## src/rtl/multi_motor_controller.sv

```systemverilog
// Multi-channel H-bridge PWM controller: shared period counter, per-channel
// double-buffered settings, dead-time insertion. Define MULTI_MOTOR_RAMP_EN for duty ramping.
module multi_motor_controller #(
  parameter int CHANNELS  = 8,
  parameter int PWM_WIDTH = 16,
  parameter int DEAD_TIME = 200,
  parameter int RAMP_STEP = 1
) (
  input  logic                    clk,
  input  logic                    reset,
  input  logic [PWM_WIDTH-1:0]    period,
  input  logic                    wr_en,
  input  logic [4:0]              wr_chan,
  input  logic [PWM_WIDTH-1:0]    wr_duty,
  input  logic                    wr_dir,
  input  logic                    wr_on,
  input  logic                    wr_mode,
  output logic [4*CHANNELS-1:0]   out,
  output logic                    period_sync
);

  // Drive-stage state: bit 1 = bridge driven, bit 0 = polarity when driven.
  localparam logic [1:0] DRV_OFF = 2'b00;
  localparam logic [1:0] DRV_0   = 2'b10;
  localparam logic [1:0] DRV_1   = 2'b11;

  logic [PWM_WIDTH-1:0] cnt_p0;
  logic [PWM_WIDTH-1:0] period_active;
  logic                 boundary;

  logic [PWM_WIDTH-1:0] p_duty [CHANNELS];
  logic [CHANNELS-1:0]  p_dir, p_on, p_mode;
  logic [PWM_WIDTH-1:0] a_duty [CHANNELS];
  logic [CHANNELS-1:0]  a_dir, a_on, a_mode;

  function automatic logic [3:0] pattern(input logic [1:0] drv);
    case (drv)
      DRV_1:   pattern = 4'b1001;
      DRV_0:   pattern = 4'b0110;
      default: pattern = 4'b0000;
    endcase
  endfunction

  function automatic logic [1:0] drive(input logic [PWM_WIDTH-1:0] cnt,
                                       input logic [PWM_WIDTH-1:0] duty,
                                       input logic dir, input logic on,
                                       input logic mode);
    if (!on)
      drive = DRV_OFF;
    else if (cnt < duty)
      drive = {1'b1, dir};
    else if (mode)
      drive = DRV_OFF;
    else
      drive = {1'b1, ~dir};
  endfunction

`ifdef MULTI_MOTOR_RAMP_EN
  function automatic logic [PWM_WIDTH-1:0] ramp(input logic [PWM_WIDTH-1:0] cur,
                                                input logic [PWM_WIDTH-1:0] tgt);
    logic [PWM_WIDTH-1:0] step;
    step = PWM_WIDTH'(RAMP_STEP);
    if (tgt > cur)
      ramp = (tgt - cur > step) ? cur + step : tgt;
    else
      ramp = (cur - tgt > step) ? cur - step : tgt;
  endfunction
`endif

  assign boundary = (cnt_p0 == period_active);

  // Stage p0: period counter, pending bank and commit into the active bank
  always_ff @(posedge clk) begin
    if (reset) begin
      cnt_p0        <= '0;
      period_active <= '0;
      period_sync   <= 1'b0;
      p_dir  <= '0;
      p_on   <= '0;
      p_mode <= '0;
      a_dir  <= '0;
      a_on   <= '0;
      a_mode <= '0;
      for (int k = 0; k < CHANNELS; k++) begin
        p_duty[k] <= '0;
        a_duty[k] <= '0;
      end
    end else begin
      period_sync <= boundary;
      if (boundary) begin
        cnt_p0        <= '0;
        period_active <= period;
        a_dir  <= p_dir;
        a_on   <= p_on;
        a_mode <= p_mode;
        for (int k = 0; k < CHANNELS; k++) begin
`ifdef MULTI_MOTOR_RAMP_EN
          a_duty[k] <= ramp(a_duty[k], p_duty[k]);
`else
          a_duty[k] <= p_duty[k];
`endif
        end
      end else begin
        cnt_p0 <= cnt_p0 + 1'b1;
      end
      // Non-blocking update: a boundary-cycle write lands after the commit above.
      for (int k = 0; k < CHANNELS; k++) begin
        if (wr_en && wr_chan == 5'(k)) begin
          p_duty[k] <= wr_duty;
          p_dir[k]  <= wr_dir;
          p_on[k]   <= wr_on;
          p_mode[k] <= wr_mode;
        end
      end
    end
  end

  for (genvar k = 0; k < CHANNELS; k++) begin : g_chan
    logic [1:0] drv_p1;
    logic [3:0] out_p2;

    // Stage p1: per-channel drive decision
    always_ff @(posedge clk) begin
      if (reset)
        drv_p1 <= DRV_OFF;
      else
        drv_p1 <= drive(cnt_p0, a_duty[k], a_dir[k], a_on[k], a_mode[k]);
    end

    // Stage p2: dead-time blanking and gate pattern
    if (DEAD_TIME == 0) begin : g_nodead
      always_ff @(posedge clk) begin
        if (reset)
          out_p2 <= 4'b0000;
        else
          out_p2 <= pattern(drv_p1);
      end
    end else begin : g_dead
      localparam int DW = $clog2(DEAD_TIME + 1);
      logic [DW-1:0] dead_cnt, dead_next;
      logic [1:0]    drv_p2;

      always_comb begin
        dead_next = dead_cnt;
        if (drv_p1 != drv_p2)
          dead_next = '0;
        else if (dead_cnt < DW'(DEAD_TIME))
          dead_next = dead_cnt + DW'(1);
      end

      always_ff @(posedge clk) begin
        if (reset) begin
          dead_cnt <= DW'(DEAD_TIME);
          drv_p2   <= DRV_OFF;
          out_p2   <= 4'b0000;
        end else begin
          dead_cnt <= dead_next;
          drv_p2   <= drv_p1;
          out_p2   <= (dead_next == DW'(DEAD_TIME)) ? pattern(drv_p1) : 4'b0000;
        end
      end
    end

    assign out[4*k +: 4] = out_p2;
  end

endmodule

```

## config.mk

```make
export PLATFORM = sky130hd
export DESIGN_NAME = multi_motor_controller
export DESIGN_NICKNAME = d
export VERILOG_FILES = /design/src/rtl/multi_motor_controller.sv
export SDC_FILE = /design/constraint.sdc
export NUM_CORES = 1
export LEC_CHECK = 0
export ABC_CLOCK_PERIOD_IN_PS = 9880
export CAP_MARGIN = 10
export CORE_ASPECT_RATIO = 0.5
export CORE_MARGIN = 1.5
export CORE_UTILIZATION = 45
export CTS_CLUSTER_DIAMETER = 100
export DETAILED_ROUTE_END_ITERATION = 6
export PLACE_DENSITY_LB_ADDON = 0.1
export SKIP_LAST_GASP = 1
export SLEW_MARGIN = 40
export SYNTH_ARGS = -nofsm -noshare
export SYNTH_HDL_FRONTEND = slang
export SYNTH_SLANG_ARGS = --single-unit
```

## constraint.sdc

```tcl
create_clock -name clk -period 9.88 [get_ports clk]
set_input_delay 0.988 -clock clk [delete_from_list [all_inputs] [get_ports clk]]
set_output_delay 0.988 -clock clk [all_outputs]
set_load 0.05 [all_outputs]
```

Yosys cells after proc, flatten, opt, wreduce, memory -nomap -nowiden
Memories as Yosys holds them, arrays and structs flattened.
Index checks and enable logic that the tools add are counted.
Widths: inputs -> output; s select.
- memories kept: 2
- memory bits (writable): 256
- output and inout bits: 33
- logic and storage cells: 280
- input port bits: 43
- register bits after elaboration: 209
- order comparisons: 16
- multiplexer cells: 85
- bitwise logic cells: 40
- eq/ne operators: 40
- add/subtract/negate cells: 9
- reductions and logical operators: 26
- memories (memory ; words ; width ; read ports ; clocked after memory_dff ; wr ports ; RTL line ; RTL):
    a_duty ; 8 ; 16 ; 8 ; 0 ; 8 ; 33 ; logic [PWM_WIDTH-1:0] a_duty [CHANNELS];
    p_duty ; 8 ; 16 ; 8 ; 0 ; 8 ; 31 ; logic [PWM_WIDTH-1:0] p_duty [CHANNELS];
- operators with widths (kind ; count):
    $mux 16 ; 16
    $lt 16x16->1 ; 8
    $mux 8 ; 16
    $add 8x1->8 const B ; 8
    $eq 8x8->1 const B ; 8
    $lt 8x8->1 const B ; 8
    $pmux 4 s2 ; 8
    $reduce_or 2->1 ; 17
    $eq 2x2->1 const B ; 16
    $mux 2 ; 16
    $mux 1 ; 29
    $not 1->1 ; 24
    $eq 5x3->1 const B ; 4
    $add 16x1->16 const B ; 1
    $eq 16x16->1 ; 1
    $ne 2x2->1 ; 8
    $or 1x1->1 ; 16
    $eq 5x2->1 const B ; 2
    $logic_and 1x1->1 ; 8
    $eq 5x1->1 const B ; 1
    $logic_not 5->1 ; 1

Longest topological paths before layout
- word-level depth: 6
- gate-level depth with buffers: 8
- mapped depth without buffers: 7

Least setup slack after synthesis
OpenSTA, ideal clock, no wires.
- path type: reg-to-reg
- start point: register cnt_p0[4]
- end point: memory a_duty[0][0], enable pin
- required time: 9447 ps
- library setup time: 433 ps
- period minus slack after synthesis: 3508 ps
- stages on the path, launching flop included: 8
- arrival time: 3075 ps
- setup slack: 6372 ps
- path buffers: 2
- cell sequence: dfxtp_1 > xor2_1 > nor4_1 > nand4_1 > and2_1 > clkbuf_1 > inv_2 > buf_2
- RTL lines (item ; RTL line ; RTL):
    start: declaration ; 27 ; logic [PWM_WIDTH-1:0] cnt_p0;
    start signal: assignment ; 104 ; cnt_p0 <= cnt_p0 + 1'b1;
    end: declaration ; 33 ;

==> results.md <==
- Outcome: finished clean
- Final wirelength: 49.3 mm
- Xor/xnor share of the synthesized area: 3.47%
- Nets: 2102
- Synth Cell Area: 0.0206 mm^2
- Synth top area share: 37.3%
- CTS tree: done
- Fin crit share: 33.5%
- MaxCap Viol Count: 0
- Area delta synth->final: 12.9%
- Seq/Total Area, Yosys: 56.1%
- RSZ-0062 raised after global routing: false
- Final setup viols: 0
- Via count: 13500
- DP Cell Count: 2483
- Switching power: 1.55 mW
- Clock power frac: 30.7%
- Die ar.: 0.0472 mm^2
- Min-Delay Path Class: flop to flop
- Final cell utilization of the core: 51.4%
- Area fraction in and, or, nand and nor cells after synthesis: 16.3%
- Root buffer cell: clkbuf_16
- Buffers added on ports: 75
- Drt via density: 5.27
- Max Slew Vio Count: 0
- Vias in the first global route: 12600
- Hold_ws: 461 ps
- Worst slew pin tran: 864 ps
- Req. time, crit path: 10060 ps
- Area of the core: 0.0452 mm^2
- ANT nets after route: 0
- Compound-Gate Fraction of Synth Area: 9.25%
- Startpoint types: flop
- PwrDens: 225 mW/mm^2
- First drt pass iteration count: 5
- DP HPWL: 30.9 mm
- Most frequent cell after synthesis: edfxtp_1
- Fillers: 4067
- Final Hold Vio Count: 0
- Critical path arrival: 3500 ps
- Pre-CTS setup slack: 5900 ps
- Setup WS post-layout: 6570 ps
- Final setup TNS: 0 ps
- Cts hold-fix bufs: 0
- Final non-filler cell total: 2561
- Number of distinct library cells after synthesis: 74
- Commonest cells post-synth: edfxtp_1 (256), nor2_1 (219), dfxtp_1 (193)
- Routability-driven placement congestion ratio: 0.812
- Sw Ratio: 29.6%
- CP Class: flop to flop
- Post-CTS Repair Setup Buffers: 0
- DIE WIDTH: 306 um
- CP endpoint kind: flop
- Mapped Nets: 2044
- Mux share of post-synthesis cell area: 2.11%
- First-pass GRT wire length: 73.9 mm
- Mean Syn Cell Area: 11.0 um^2
- Largest net degree at the start of global routing: 90
- Comb power frac: 21.2%
- Reg clk slew, reported paths: 60 ps
- Sink Count: 449
- EDFF count, synth: 256
- Clock skew: 20.8 ps
- Part of the power in registers: 48.1%
- PostCTS Resize Cnt: 0
- DP Area: 0.0219 mm^2
- Routed length per instance: 19.2 um
- # diodes: 0
- Final min period: 3310 ps
- TritonCTS Buffers: 42
- Die Y: 154 um
- Post-synth top area cell: edfxtp_1
- Final instance area: 0.0233 mm^2
- H-Tree Depth: 2
- DR DRC count: 0
- Top Ports: 76
- Register area: 0.0116 mm^2
- LEAKAGE: 9.68 nW
- Initial core utilization: 45.6%
- Multi-input gate area: 0.00806 mm^2
- All-Layer GR Usage: 20.9%
- Adder-Cell Fraction of Synth Area: 7.83%
- Synth area leaders: edfxtp_1 (37%), dfxtp_1 (19%), ha_1 (7.8%)
- Synth async-reset ratio: 0%
- Share of cells above drive strength 1: 5.91%
- Peak Freq: 302 MHz
- Clk Latency, worst-skew pair: 560 ps
- Max-slew headroom: 42.2%
- DR iter-0 viols: 1015
- Antenna violations before repair: 1
- Deepest clock path buffer count: 3
- Power, Total: 5.24 mW
- Worst vdd ir: 0.000230 V
- Gr ovfl total: 0
- Ys flop type: edfxtp_1
- CP max FO: 89
- Largest family of logic cells by synthesized area: simple AND/OR/NAND/NOR gates
- Warnings from Yosys: 0
- Mapped Cells: 1872
- Row cnt: 55
- Seq cells post-synth: 449
- Int Pwr: 3.69 mW
## flip-flops by register name (all words and copies together) (netlist names)
name / cells
a_duty: 128
p_duty: 128
g_chan.g_dead.dead_cnt: 64
cnt_p0: 16
g_chan.drv_p1: 16
g_chan.g_dead.drv_p2: 16
g_chan.out_p2: 16
period_active: 16
a_dir: 8
a_mode: 8
a_on: 8
p_dir: 8
p_mode: 8
p_on: 8
period_sync: 1
## logic make-up (layout without fill, tap and decap cells)
kind of cell               Yosys count  count (layout)
DFF                                449             449
AOI/OAI and AO/OA                  248             248
buffers and inverters              249             340
xor gates and xnor gates            80              80
muxes                               43              43
and+or+nand+nor                    674             674
adders and majority gates          129             129
## worst max-delay path, cell delays in order (launching register included)
cell and delay, ps:
dfxtp_1 310, buf_4 310, xor2_1 110, nor4_1 340, nand4_1 280, and2_1 310
inv_8 430, buf_4 720
## area by class of cell
class	instances	share of cell area, %
repair buffers	99	4.04
flip-flops and latches	449	49.7
clock buffers	54	5.02
multi-input cells	1174	34.6
clock inverters	23	0.748
well taps	598	3.22
inverters	164	2.68
## cells in the final DEF, fill, tap and decap left out, types with 9 or more instances in the layout
master           instances
nand2b_1                13
a31oi_1                 12
mux2i_1                 39
a22o_1                  40
nor3b_1                  9
ha_1                   129
xor2_1                  52
nand3_1                 33
o21ai_0                 32
nor2_1                 218
clkinv_2                15
clkdlybuf4s50_1         74
o21ai_1                 10
o311ai_1                10
nor3_1                  22
nor2b_1                 58
nand4_1                 21
buf_4                   24
edfxtp_1               256
a21o_1                  29
inv_1                  161
and2_1                 104
nand2_1                123
xnor2_1                 26
and4_1                  13
nor4_1                  11
clkbuf_16               43
and3_1                  22
dfxtp_1                193
o21a_1                  17
a21oi_1                 28
## per-layer routing
metal / vias up / global-route usage, % / wire length [um] / part of all wire, %
met5: - / 0 / 0 / 0
li1: 6630 / - / - / -
met3: 58 / 3.54 / 2570 / 5.2
met4: 0 / 4.74 / 851 / 1.7
met1: 6535 / 30.6 / 24100 / 49
met2: 268 / 32.6 / 21800 / 44
## final timing paths
kind | start | to | cells past startpoint | slack [ps]
max reg2reg | cnt_p0[6] | a_duty[1][29] | 7 | 6570
min reg2reg | g_chan[1].drv_p1[0] | g_chan[1].out_p2[2] | 1 | 460
max | cnt_p0[6] | a_duty[1][29] | 7 | 6570
min | g_chan[1].drv_p1[0] | g_chan[1].out_p2[2] | 1 | 460
## power groups by stage
stage	registers [mW]	logic, mW	clock network [mW]
finish	2.52	1.11	1.61
global route	2.55	1.26	1.72
CTS	2.52	1.11	1.64
detailed placement	2.56	1.10	0
global placement	2.56	1.09	0
floorplan	2.56	0.779	0
No activity file was read; power rests on OpenSTA's default activity.
